==> config.mk <==
export PLATFORM = sky130hd
export DESIGN_NAME = jts16_mmr_wr
export DESIGN_NICKNAME = d
export VERILOG_FILES = /design/src/rtl/jts16_mmr_wr.sv
export SDC_FILE = /design/constraint.sdc
export NUM_CORES = 1
export LEC_CHECK = 0
export BUFFER_PORTS_ARGS = -buffer_cell sky130_fd_sc_hd__buf_2
export CAP_MARGIN = 5
export CORE_MARGIN = 2
export CORE_UTILIZATION = 48
export CTS_BUF_LIST = sky130_fd_sc_hd__clkbuf_8
export DETAILED_ROUTE_END_ITERATION = 6
export PLACE_DENSITY = 0.73
export SLEW_MARGIN = 25
export SYNTH_ARGS = -nofsm -noshare
export SYNTH_HDL_FRONTEND = slang
export SYNTH_SLANG_ARGS = --single-unit
==> constraint.sdc <==
create_clock -name clk -period 4 [get_ports clk]
set_clock_uncertainty 0.05 [all_clocks]
set_input_delay 0.2 -clock clk [delete_from_list [all_inputs] [get_ports clk]]
set_output_delay 0.2 -clock clk [all_outputs]
set_load 0.05 [all_outputs]
==> src/rtl/jts16_mmr_wr.sv <==
// Replays a small table of register writes into the video MMR over the char bus.
// Latency: first char_cs strobe 3 cycles after start is sampled, then one strobe every 4 cycles.
// Backpressure: hold stalls the sequencer in LOAD; a strobe already issued is never cancelled.
module jts16_mmr_wr #(
    parameter int ENTRIES = 16
) (
    input  logic        clk,
    input  logic        rst,
    input  logic        start,
    input  logic        hold,
    output logic        busy,
    output logic        done,
    output logic [3:0]  cfg_addr,
    input  logic [31:0] cfg_data,
    output logic        char_cs,
    output logic [11:1] cpu_addr,
    output logic [15:0] cpu_dout,
    output logic [1:0]  dswn,
    output logic [4:0]  wr_cnt
);

    typedef enum logic [2:0] {
        S_IDLE,
        S_FETCH,
        S_LOAD,
        S_WRITE,
        S_NEXT,
        S_DONE
    } state_t;

    // Index of the final table slot; the walk stops here even without a last bit.
    localparam logic [3:0] LAST_IDX = 4'(ENTRIES - 1);

    state_t      r_state;
    logic [3:0]  r_index;
    logic [31:0] r_entry;
    logic        r_first;
    logic        r_busy;
    logic        r_done;
    logic        r_char_cs;
    logic [11:1] r_cpu_addr;
    logic [15:0] r_cpu_dout;
    logic [1:0]  r_dswn;
    logic [4:0]  r_wr_cnt;

    // Entry seen by LOAD: live table data on the first LOAD cycle, the latched copy while stalled.
    logic [31:0] w_entry;
    logic [1:0]  w_lanes;
    logic        w_unused;

    assign w_entry  = r_first ? cfg_data : r_entry;
    assign w_lanes  = w_entry[29:28];
    assign w_unused = &{1'b0, w_entry[31:30], w_entry[27:25], w_entry[16],
                        r_entry[30], r_entry[27:25], r_entry[16]};

    // Sequencer with registered outputs; strobe and byte enables default to idle every cycle.
    always_ff @(posedge clk or posedge rst) begin
        if (rst) begin
            r_state    <= S_IDLE;
            r_index    <= 4'd0;
            r_entry    <= 32'd0;
            r_first    <= 1'b0;
            r_busy     <= 1'b0;
            r_done     <= 1'b0;
            r_char_cs  <= 1'b0;
            r_cpu_addr <= 11'd0;
            r_cpu_dout <= 16'd0;
            r_dswn     <= 2'b11;
            r_wr_cnt   <= 5'd0;
        end else begin
            r_char_cs <= 1'b0;
            r_dswn    <= 2'b11;
            r_done    <= 1'b0;
            case (r_state)
                S_IDLE: begin
                    if (start) begin
                        r_state  <= S_FETCH;
                        r_index  <= 4'd0;
                        r_wr_cnt <= 5'd0;
                        r_busy   <= 1'b1;
                    end
                end
                S_FETCH: begin
                    // cfg_addr already shows the index; table data arrives next cycle.
                    r_state <= S_LOAD;
                    r_first <= 1'b1;
                end
                S_LOAD: begin
                    if (r_first) begin
                        r_entry <= cfg_data;
                        r_first <= 1'b0;
                    end
                    if (!hold) begin
                        r_state <= S_WRITE;
                        if (w_lanes != 2'b00) begin
                            r_char_cs  <= 1'b1;
                            r_cpu_addr <= {3'b111, w_entry[24:17]};
                            r_cpu_dout <= w_entry[15:0];
                            r_dswn     <= ~w_lanes;
                            r_wr_cnt   <= r_wr_cnt + 5'd1;
                        end
                    end
                end
                S_WRITE: begin
                    // Strobe is on the bus this cycle; hold is deliberately not looked at.
                    r_state <= S_NEXT;
                end
                S_NEXT: begin
                    if (r_entry[31] || (r_index == LAST_IDX)) begin
                        r_state <= S_DONE;
                        r_done  <= 1'b1;
                    end else begin
                        r_state <= S_FETCH;
                        r_index <= r_index + 4'd1;
                    end
                end
                S_DONE: begin
                    r_state <= S_IDLE;
                    r_busy  <= 1'b0;
                end
                default: begin
                    r_state <= S_IDLE;
                    r_busy  <= 1'b0;
                end
            endcase
        end
    end

    assign busy     = r_busy;
    assign done     = r_done;
    assign cfg_addr = r_index;
    assign char_cs  = r_char_cs;
    assign cpu_addr = r_cpu_addr;
    assign cpu_dout = r_cpu_dout;
    assign dswn     = r_dswn;
    assign wr_cnt   = r_wr_cnt;

endmodule

# ---- Word level (Yosys, flattened, before mapping)
# Index checks and enable logic that the tools add are counted.
dict set report totals {
  inputBits 36
  wordCells 62
  output_inout_bits 41
  regBits 75
}
dict set report op_classes {
  n_addsub 2
  reduce_logical 13
  muxes 23
  eq_ne 9
  bitwise 3
}
# op n
set op_table {}
lappend op_table {{$mux W30} 1}
lappend op_table {{$mux W5} 3}
lappend op_table {{$pmux W3 S5} 1}
lappend op_table {{$pmux W5 S2} 1}
lappend op_table {{$mux W3} 3}
lappend op_table {{$mux W4} 2}
lappend op_table {{$ne A2 B2 Y1 const B} 4}
lappend op_table {{$pmux W4 S2} 1}
lappend op_table {{$reduce_bool A2 Y1} 4}
lappend op_table {{$eq A3 B2 Y1 const B} 2}
lappend op_table {{$mux W1} 6}
lappend op_table {{$mux W2} 3}
lappend op_table {{$reduce_and A2 Y1} 3}
lappend op_table {{$reduce_and A3 Y1} 2}
lappend op_table {{$add A5 B1 Y5 const B} 1}
lappend op_table {{$add A4 B1 Y4 const B} 1}
lappend op_table {{$eq A4 B4 Y1 const B} 1}
lappend op_table {{$pmux W1 S2} 2}
lappend op_table {{$reduce_and A4 Y1} 1}
lappend op_table {{$reduce_or A4 Y1} 1}
lappend op_table {{$eq A3 B1 Y1 const B} 1}
lappend op_table {{$eq A3 B3 Y1 const B} 1}
lappend op_table {{$logic_not A3 Y1} 1}
lappend op_table {{$not A1 Y1} 2}
lappend op_table {{2 further kinds} 2}

# ---- Longest topological paths before layout
# Gate-level depths: netlist of run 1.
dict set report depth {
  depth_word 5
  ltp_mapped 7
  mapped_depth_nobuf 5
}

# ---- Worst setup path before layout of run 1
# OpenSTA, ideal clock, no wires.
dict set report synth_timing {
  path_kind {register to register}
  start {reg r_index[0] (netlist: cfg_addr[0])}
  end {reg r_state[2]}
  synth_period_minus_slack_ps 1673
  setup_time_ps 120
  path_stages_with_launch 5
  slack_ps 2327
  t_arrival_ps 1503
  t_required_ps 3830
  n_path_buf 0
  cell_sequence {dfrtp_1 -> ha_1 -> a31o_2 -> and3_1 -> a31o_2}
}
dict set report synth_between {
  elab_chain_cells 4
}
# item line
set synth_rtl {}
lappend synth_rtl {{from (decl)} 35} ;# logic [3:0] r_index;
lappend synth_rtl {{from (signal assigned)} 114} ;# r_index <= r_index + 4'd1;
lappend synth_rtl {{$eq A4 B4 Y1} 109} ;# if (r_entry[31] || (r_index == LAST_IDX)) begin
lappend synth_rtl {{$logic_or A1 B1 Y1} 109}
lappend synth_rtl {{$mux W3} 109}
lappend synth_rtl {{$pmux W3 S5} 74} ;# case (r_state)
lappend synth_rtl {{to (signal assigned)} 77} ;# r_state <= S_FETCH;
lappend synth_rtl {{to (signal assigned)} 110} ;# r_state <= S_DONE;
lappend synth_rtl {{to (signal assigned)} 113} ;# r_state <= S_FETCH;
lappend synth_rtl {{to (decl)} 34} ;# state_t r_state;
# No other way between the ends.
# A chain may end at the register's enable or synchronous reset.

# ---- Worst setup path after layout of run 1
dict set report layout_timing {
  start {reg r_first}
  end {reg r_cpu_dout[7] (netlist: cpu_dout[7])}
}
dict set report layout_between {
  elab_chain_cells 3
}
# item line
set layout_rtl {}
lappend layout_rtl {{from (decl)} 37} ;# logic r_first;
lappend layout_rtl {{from (signal assigned)} 62} ;# r_first <= 1'b0;
lappend layout_rtl {{from (signal assigned)} 86} ;# r_first <= 1'b1;
lappend layout_rtl {{from (signal assigned)} 91} ;# r_first <= 1'b0;
lappend layout_rtl {{$mux W30 *} --}
lappend layout_rtl {{$reduce_bool A2 Y1} 95} ;# if (w_lanes != 2'b00) begin
lappend layout_rtl {{$reduce_and A3 Y1 (no source line)} --}
lappend layout_rtl {{to (signal assigned)} 98} ;# r_cpu_dout <= w_entry[15:0];
lappend layout_rtl {{to (decl)} 42} ;# logic [15:0] r_cpu_dout;
# Mark *: on every way between the ends. The rest lies on a longest branch, timed or not.

==> impl_metrics.csv, run 1 <==
group,metric,value,unit
grt,number_of_antenna_violations_at_the_first_check_in_global_routing,0,
logic_synthesis,synth_area,3120,um^2
clocking,cts_buffer_depth,2,
die,design.core.area,6310,um^2
worst_setup_path,cp.buffers_inverters,1,
timing,final_hold_viol_count,0,
worst_setup_path,cp_top_family,"flip-flops",
timing,fin_tns_setup,0,ns
worst_hold_path,worst_hold_path.num_cells,3,
worst_setup_path,path_class,"reg -> reg",
grt,grt_pass1_vias,2094,
logic_synthesis,postSynthCellCount,251,
placement,io_buffer_count,71,
layout,post_route_design_area,3700,um^2
worst_hold_path,hold_path_startpoint,"cfg_data[31]",
worst_setup_path,crit_path_end_kind,"register",
worst_setup_path,cp.arrival,2.45,ns
timing,relSlewSlack,43.5,%
logic_synthesis,syn_avg_cell_area,12.4,um^2
worst_hold_path,worstHoldEndpoint,"r_entry[31]",
worst_setup_path,critical_path.max_stage_delay,0.92,ns
clocking,cts_tree,"done",
clocking,cts-hold-fix-buffers,1,
timing,final-max-slew-violation-count,0,
clocking,cts_buffers,9,
logic_synthesis,synth_top_cell_by_area,"dfrtp_1",
logic_synthesis,ys_async_sr_fraction,100,%
status,run_status,"complete, no violations",
drt,routedWlPerCell,14.4,um
layout,antenna_cells_inserted,0,
die,floorplan.initialDensity,49.5,%
die,placementRows,29,
worst_hold_path,timing.hold.worst.class,"in -> reg",
clocking,htree_levels,3,
worst_setup_path,cp_cell_sequence,"or3b_1 -> o311a_2 -> buf_4 -> nor2_1 -> a21oi_2",
clocking,post_cts.resized_instances,0,
logic_synthesis,synth-seq-cells,70,
grt,gr-total-overflow,0,
power,power.static_leakage,1.74,nW
worst_setup_path,r2r_setup_slack,1.70,ns
clocking,cts_setup_buffers,0,
clocking,clock_latency_on_the_worst_skew_pair,0.33,ns
logic_synthesis,synth_sequential_area_ratio,56.1,%
worst_setup_path,crit_path_max_fanout,47,
drt,vias,2104,
logic_synthesis,synth.top_cell.area_share,54.5,%
logic_synthesis,synthMostInstantiatedCell,"dfrtp_1",
timing,setup_viol,0,
clocking,cts_root_buffer,"clkbuf_8",
worst_setup_path,worst_path_max_delay_cell,"dfrtp_2",
logic_synthesis,ys_warn_count,0,
logic_synthesis,top_cells_by_area_synth,"dfrtp_1 54%, mux2_2 10%, mux2i_1 8.3%, a21oi_2 3.6%, nor2_1 3.5%",
drt,drt_pre_antenna_iters,4,
die,chipWidth,84.7,um
logic_synthesis,number_of_enable_flip_flop_cells_after_synthesis,0,
placement,placed_cell_area,3490,um^2
timing,rsz0062_at_grt,"false",
power,irDropWorstVdd,0.483,mV
placement,place_congestion,0.752,
timing,tightestPinTransition,0.847,ns
worst_setup_path,rr_endpoint,"cpu_dout[7]",
layout,layout-area-overhead-vs-synth,18.3,%
logic_synthesis,ys_top_cells_by_count,"68 x dfrtp_1, 29 x mux2_2, 29 x nor2_1",
worst_setup_path,rr_worst_depth,5,
worst_setup_path,critical_path.reg2reg.startpoint,"r_first",
timing,max_freq,435,MHz
drt,antenna_violating_nets_post_route,0,
drt,drt-total-wl,5.79,mm
logic_synthesis,netlist-cell-type-count,36,
run,maxCapViolations,0,
placement,detailed_place_hpwl,3.93,mm
drt,drt_drc_violations_left,0,
drt,first_iter_violations,81,
clocking,clock_pin_slew_reported_for_the_worst_setup_and_hold_paths_after_clock_tree_synthesis,0.07,ns
grt,grt_pass1_wl,9.78,mm
grt,maximum_number_of_pins_on_one_net_before_global_route_repair,51,
drt,vias_per_cell,5.22,
worst_setup_path,critPathRequiredTime,4.15,ns
die,dieHeight,84.7,um
die,dieArea,7170,um^2
layout,share_of_post_route_cells_with_drive_strength_above_1,43.9,%
clocking,cts.sinks,70,
timing,post-route-period-util,57.5,%
grt,globalRouteTotalUtil,17.3,%
logic_synthesis,synth_ff_type,"dfrtp_1",
timing,final_period_minus_worst_setup_slack,2.30,ns
die,io_pins,77,
logic_synthesis,synth.net_count,289,
power,power_density,944,nW/um^2
layout,final_net_count,359,
worst_setup_path,start_kind,"register",
-- how the worst max path moves through the flow --
stage             from          end  slack [ns]  cells after the start
2_1_floorplan      rst         busy        1.99                      1
6_report       r_first  cpu_dout[7]        1.70                      5
5_1_grt        r_first  cpu_dout[1]        1.59                      5
3_3_place_gp   r_first  cpu_dout[6]        1.72                      5
4_1_cts        r_first  cpu_dout[7]        1.68                      5
3_5_place_dp   r_first  cpu_dout[7]        1.68                      5
-- metrics by stage --
stage	hold WS (ns)	cells	utilization [%]	total power [mW]	setup slack, ns
6_report	0.0207	403	58.6	3.49	1.70
4_1_cts	0.00986	403	58.6	3.53	1.68
5_1_grt	0.0491	403	58.6	3.70	1.59
2_1_floorplan	0.255	251	-	2.63	1.99
3_3_place_gp	0.363	386	55.2	2.88	1.72
3_5_place_dp	0.272	386	55.2	2.95	1.68
-- layer usage --
layer	GRT usage, %	vias to the layer above	share of wire [%]
met5	0	-	0
met4	7.50	0	1.2
met3	5.21	6	6.0
met2	28.1	52	49
met1	21.5	1028	44
li1	-	1018	-
-- cells by family after synthesis --
| family | Yosys count | synth area share (%) |
|---|---|---|
| buf+inv | 21 | 4.61 |
| mux | 55 | 18.8 |
| flops | 70 | 56.1 |
| xor+xnor | 3 | 0.841 |
| compound gates | 48 | 10.7 |
| simple gates | 52 | 8.17 |
| fa+ha+maj | 2 | 0.801 |
-- registers in the layout (all words and copies together), names as in the netlist, 2 cells and up --
register,flops
dswn,2
cpu_dout,16
r_state,3
cfg_addr,4
r_entry,27
wr_cnt,5
cpu_addr,9
-- power breakdown --
part / internal, mW / total (mW) / leakage [nW] / switching, mW
clock: 0.317 / 0.570 / 0.110 / 0.253
combinational: 0.572 / 1.60 / 0.801 / 1.02
sequential: 1.03 / 1.32 / 0.829 / 0.291
-- worst register-to-register path, delay by kind of cell, from the launching register on --
| kind | cells | cell delay (ns) |
|---|---|---|
| DFF | 1 | 0.92 |
| and+or+nand+nor | 2 | 0.63 |
| buffers and inverters | 1 | 0.34 |
| AOI/OAI and AO/OA | 2 | 0.24 |
-- area by class of cell --
class,instances,area (um^2)
inverter,4,17.5
timing repair buffer,76,395
fill,552,2620
clock inverter,5,48.8
multi-input combinational,160,1230
clock buffer,11,151
tap,77,96.3
sequential,70,1760
-- cell usage in the layout (no fill, tap or decap), types with 3 or more instances in the layout --
cell / instances
inv_1: 4
xnor2_1: 3
nand2_1: 9
buf_2: 71
mux2i_1: 26
dfrtp_1: 67
mux2_2: 29
o21ai_0: 9
clkinv_2: 3
a21oi_1: 15
a21oi_2: 13
clkbuf_8: 11
nor2_1: 29
buf_4: 4
Note: power is estimated with default switching activity, not from simulation.
==> run 2: changes to the inputs <==
- ABC_AREA: not set -> 1
- clock period: 4 -> 2.3 ns (I/O delays scaled with it)
==> run 2 against run 1 <==
Area after synthesis decreased by 0.60%. Flip-flop and latch count unchanged. First-iteration DRC count increased by 6.2%. Synthesized cell count increased by 51%. Combinational power increased by 72%. Routed wire length increased by 3.8%. Design area increased by 1.6%. Final cell count increased by 33%. Largest cell class unchanged. Clock-buffer cell count unchanged.
==> impl_metrics.csv, run 2 <==
group,metric,value,unit
timing,setup_viol,0,
layout,layout_common_cells,"160 x nand2_1, 71 x buf_2, 68 x dfrtp_1",
die,dieHeight,84.4,um
logic_synthesis,synth.top_cell.area_share,54.8,%
die,dieArea,7130,um^2
layout,final_net_count,492,
run,maxCapViolations,0,
timing,relSlewSlack,65.2,%
clocking,cts_tree,"done",
worst_setup_path,path_class,"reg -> reg",
drt,drt-total-wl,6.01,mm
placement,placed_cell_area,3510,um^2
status,run_status,"complete, no violations",
die,design.core.area,6310,um^2
logic_synthesis,top_cells_by_area_synth,"dfrtp_1 55%, nand2_1 19%, o21ai_0 8.1%, inv_1 5.1%, nand3_1 1.9%",
timing,slack_of_the_critical_path,0.527,ns
die,chipWidth,84.4,um
worst_hold_path,hold_path_startpoint,"cfg_data[28]",
logic_synthesis,syn_avg_cell_area,8.19,um^2
drt,drt_pre_antenna_iters,4,
worst_setup_path,crit_path_max_fanout,19,
clocking,cts_setup_buffers,0,
logic_synthesis,ys_warn_count,0,
logic_synthesis,synth_sequential_area_ratio,56.5,%
layout,share_of_post_route_cells_with_drive_strength_above_1,22.0,%
logic_synthesis,synth_ff_type,"dfrtp_1",
placement,dpl_worst_slack,0.563,ns
worst_setup_path,critPathRequiredTime,2.50,ns
worst_hold_path,timing.hold.worst.class,"in -> reg",
clocking,cts_buffers,9,
worst_hold_path,worst_hold_path.num_cells,4,
grt,maximum_number_of_pins_on_one_net_before_global_route_repair,71,
logic_synthesis,synth-seq-cells,70,
clocking,clock_pin_slew_reported_for_the_worst_setup_and_hold_paths_after_clock_tree_synthesis,0.07,ns
timing,post-route-period-util,77.1,%
timing,final_hold_viol_count,0,
placement,place_congestion,0.781,
layout,final_common_cell,"nand2_1",
layout,fill_cell_total_of_the_finished_layout,583,
logic_synthesis,ys_top_cells_by_count,"160 x nand2_1, 68 x dfrtp_1, 50 x o21ai_0",
drt,vias_per_cell,4.87,
worst_setup_path,rr_endpoint,"r_entry[22]",
timing,final_period_minus_worst_setup_slack,1.77,ns
grt,grt_pass1_wl,10.8,mm
worst_setup_path,r2r_setup_slack,0.53,ns
clocking,cts.sinks,70,
die,floorplan.initialDensity,49.2,%
clocking,post_cts.resized_instances,0,
clocking,cts_root_buffer,"clkbuf_8",
grt,number_of_antenna_violations_at_the_first_check_in_global_routing,0,
worst_setup_path,rr_worst_depth,6,
logic_synthesis,postSynthCellCount,379,
drt,first_iter_violations,86,
die,io_pins,77,
timing,rsz0062_at_grt,"false",
drt,drt_drc_violations_left,0,
layout,layout-area-overhead-vs-synth,21.0,%
die,placementRows,29,
worst_setup_path,start_kind,"register",
grt,gr-total-overflow,0,
layout,post_route_design_area,3760,um^2
layout,postLayoutCoreUtil,59.5,%
timing,tightestPinTransition,0.521,ns
worst_hold_path,worstHoldEndpoint,"dswn[0]",
layout,number_of_flip_flops_in_the_largest_register,27,
logic_synthesis,synth_area,3110,um^2
logic_synthesis,synthMostInstantiatedCell,"nand2_1",
placement,detailed_place_hpwl,3.96,mm
worst_setup_path,crit_path_end_kind,"register",
power,power.static_leakage,2.08,nW
logic_synthesis,synth_top_cell_by_area,"dfrtp_1",
timing,fin_tns_setup,0,ns
power,irDropWorstVdd,0.816,mV
timing,max_freq,564,MHz
timing,hold_slack,0.00413,ns
placement,io_buffer_count,71,
logic_synthesis,ys_async_sr_fraction,100,%
logic_synthesis,synth.net_count,417,
worst_setup_path,cp.arrival,1.98,ns
power,power_density,1530,nW/um^2
timing,final-max-slew-violation-count,0,
drt,antenna_violating_nets_post_route,0,
clocking,htree_levels,3,
grt,grt_pass1_vias,2457,
worst_setup_path,critical_path.reg2reg.startpoint,"r_state[0]",
clocking,clock_latency_on_the_worst_skew_pair,0.33,ns
layout,antenna_cells_inserted,0,
drt,vias,2608,
drt,routedWlPerCell,11.2,um
clocking,cts_buffer_depth,2,
grt,globalRouteTotalUtil,18.7,%
logic_synthesis,number_of_enable_flip_flop_cells_after_synthesis,0,
layout,largest_register,"r_entry",
clocking,cts-hold-fix-buffers,5,
logic_synthesis,netlist-cell-type-count,25,
run 2: final cells by class:
class                   instances  area [um^2]  share of cell area [%]
clock inverters                 5         48.8                    1.30
flip-flops and latches         70         1750                    46.7
repair buffers                 82          463                    12.3
well taps                      77         96.3                    2.56
multi-input cells             247         1080                    28.7
inverters                      44          165                    4.40
clock buffers                  11          151                    4.03
run 2: how the worst max path moves through the flow:
stage | end | from | slack [ns] | cells past startpoint
floorplan | busy | rst | 0.37 | 1
global placement | wr_cnt[0] | r_state[0] | 0.59 | 6
detailed placement | r_entry[18] | r_state[0] | 0.56 | 5
CTS | r_entry[22] | r_state[0] | 0.52 | 6
global route | wr_cnt[0] | r_state[0] | 0.36 | 6
finish | r_entry[22] | r_state[0] | 0.53 | 6
run 2: per-stage QoR:
step,total power [mW],instances
after floorplan,4.21,379
after global placement,4.72,515
after detailed placement,4.79,515
after CTS,5.82,536
after global routing,6.21,536
final,5.75,536
run 2: cell families after synthesis:
family | after synthesis | share of synthesized area, %
flip-flops | 70 | 56.5
AO/OA/AOI/OAI | 56 | 9.11
buffers and inverters | 62 | 8.78
adder cells (fa/ha/maj) | 2 | 0.806
AND/OR/NAND/NOR | 185 | 23.7
XOR/XNOR | 4 | 1.13
run 2: routing by layer:
| layer | global-route usage (%) | up-vias | share of wire, % |
|---|---|---|---|
| met1 | 24.7 | 1220 | 48 |
| met4 | 8.08 | 0 | 2.1 |
| met3 | 3.74 | 13 | 4.6 |
| met5 | 0 | - | 0 |
| met2 | 30.1 | 56 | 45 |
| li1 | - | 1319 | - |
run 2: where the power goes:
part / switching, mW / internal, mW
combinational: 2.08 / 0.683
clock: 0.438 / 0.551
sequential: 0.248 / 1.75
run 2: critical path, cell delays in order (launching register included):
cell	delay, ns
dfrtp_1	0.41
nor2_2	0.18
nand2_2	0.14
inv_1	0.42
buf_4	0.31
nand2_1	0.09
o21ai_0	0.09
==> run 3: changes to the inputs <==
- clock period: 2.3 -> 1.68 ns (I/O delays scaled with it)
==> run 3 against run 2 <==
Core utilization increased by 0.81 points. First-iteration DRC count up 28%. Final cell count rose by 1.1%. Sequential power grew 37%. Via count decreased by 1.3%. Critical endpoint is now dswn[0].
==> impl_metrics.csv, run 3 (synthesis results as in run 2) <==
group,metric,value,unit
worst_setup_path,start_kind,"register",
status,run_status,"complete, no violations",
placement,io_buffer_count,71,
timing,tightestPinTransition,0.515,ns
layout,largest_register,"r_entry",
power,irDropWorstVdd,0.923,mV
layout,layout-area-overhead-vs-synth,22.6,%
drt,vias,2573,
timing,hold_slack,0.0462,ns
worst_hold_path,worst_hold_path.num_cells,5,
timing,final_hold_viol_count,0,
worst_setup_path,rr_worst_depth,5,
worst_setup_path,cp.arrival,1.78,ns
die,dieArea,7130,um^2
layout,antenna_cells_inserted,0,
layout,final_net_count,499,
worst_setup_path,r2r_setup_slack,0.1,ns
timing,rsz0062_at_grt,"false",
drt,vias_per_cell,4.75,
die,dieHeight,84.4,um
worst_setup_path,critical_path.reg2reg.startpoint,"r_state[0]",
timing,fin_tns_setup,0,ns
placement,place_congestion,0.799,
layout,layout_common_cells,"160 x nand2_1, 71 x buf_2, 68 x dfrtp_1",
worst_setup_path,critPathRequiredTime,1.88,ns
clocking,cts_buffer_depth,2,
clocking,cts_root_buffer,"clkbuf_8",
worst_hold_path,timing.hold.worst.class,"in -> reg",
clocking,clock_latency_on_the_worst_skew_pair,0.32,ns
clocking,cts.sinks,70,
clocking,htree_levels,3,
timing,setup_viol,0,
drt,drt_drc_violations_left,0,
run,maxCapViolations,0,
grt,number_of_antenna_violations_at_the_first_check_in_global_routing,0,
drt,routedWlPerCell,11.5,um
power,fin_total_pwr,7.83,mW
layout,final_common_cell,"nand2_1",
drt,antenna_violating_nets_post_route,0,
die,io_pins,77,
placement,detailed_place_hpwl,4.33,mm
clocking,cts_tree,"done",
die,placementRows,29,
worst_setup_path,critical_path.startpoint,"r_state[0]",
grt,grt_pass1_wl,10.9,mm
grt,globalRouteTotalUtil,19.0,%
worst_setup_path,crit_path_end_kind,"register",
worst_setup_path,crit_path_max_fanout,8,
timing,final-max-slew-violation-count,0,
timing,relSlewSlack,65.6,%
clocking,cts_setup_buffers,0,
die,floorplan.initialDensity,49.2,%
grt,grt_pass1_vias,2504,
worst_setup_path,path_class,"reg -> reg",
die,chipWidth,84.4,um
grt,maximum_number_of_pins_on_one_net_before_global_route_repair,39,
drt,drt_pre_antenna_iters,4,
drt,first_iter_violations,110,
layout,share_of_post_route_cells_with_drive_strength_above_1,22.6,%
timing,post-route-period-util,94.3,%
die,design.core.area,6310,um^2
timing,max_freq,631,MHz
drt,drt-total-wl,6.23,mm
layout,postLayoutCoreUtil,60.3,%
layout,number_of_flip_flops_in_the_largest_register,27,
grt,gr-total-overflow,0,
worst_hold_path,hold_path_startpoint,"cfg_data[7]",
clocking,clock_pin_slew_reported_for_the_worst_setup_and_hold_paths_after_clock_tree_synthesis,0.07,ns
timing,final_period_minus_worst_setup_slack,1.58,ns
power,power.static_leakage,2.11,nW
worst_hold_path,worstHoldEndpoint,"cpu_dout[7]",
clocking,cts_buffers,9,
worst_setup_path,rr_endpoint,"dswn[0]",
power,power_density,2060,nW/um^2
-- run 3: cell count changes in the layout (fill, tap and decap cells not counted) --
| cell | before | now |
|---|---|---|
| buf_4 | 5 | 10 |
| clkinv_2 | 3 | 1 |
| inv_1 | 42 | 44 |
| buf_12 | 1 | 2 |
| bufinv_16 | 1 | 0 |
| clkinvlp_4 | 0 | 1 |
| dlygate4sd3_1 | 5 | 6 |
| inv_2 | 3 | 2 |
| nand2_2 | 2 | 1 |
| nand2_4 | 0 | 1 |
| nor2_1 | 4 | 3 |
| nor2_4 | 1 | 2 |
-- run 3: layout make-up --
class	count	area, um^2
timing repair buffer	89	531
clock inverter	4	16.3
multi-input combinational	247	1090
fill	578	2500
inverter	44	169
sequential	70	1750
clock buffer	11	151
tap	77	96.3
-- run 3: power breakdown --
group	switching, mW	internal [mW]	total (mW)
registers	0.343	2.40	2.74
logic	2.90	1.01	3.91
clock network	0.585	0.591	1.18
-- run 3: repair_timing --
action                                  4_1_cts  5_1_grt
endpoints found under the setup margin        0        8
hold buffers                                  6        0
hold endpoints to repair                     23        0
gates resized for setup                       0        3
-- run 3: worst max path at each step --
stage	end	slack [ns]	depth (start not counted)
finish	dswn[0]	0.1	5
detailed placement	cpu_dout[4]	0.14	8
floorplan	cfg_addr[2]	0.006	7
global route	dswn[0]	0.02	5
CTS	dswn[0]	0.04	5
global placement	cpu_dout[4]	0.19	8
-- run 3: stage by stage --
stage / setup slack, ns / instance area (um^2) / instances
final: 0.0959 / 3810 / 542
after global routing: 0.0192 / 3810 / 542
after CTS: 0.0435 / 3800 / 542
after detailed placement: 0.138 / 3570 / 521
after global placement: 0.191 / 3570 / 521
after floorplan: 0.00581 / 3110 / 379
-- run 3: critical path, cell delays in order, from the launching register on --
cell and delay, ns:
dfrtp_1 0.44, nor2_4 0.18, nand2_4 0.10, nor2_4 0.12, nand3_1 0.07, dlygate4sd3_1 0.55
-- run 3: per-layer routing --
metal	track usage [%]	wire (um)	vias to the layer above
li1	-	-	1333
met3	3.83	374	8
met5	0	0	-
met2	31.5	2870	65
met4	7.22	90	0
met1	24.9	2900	1167
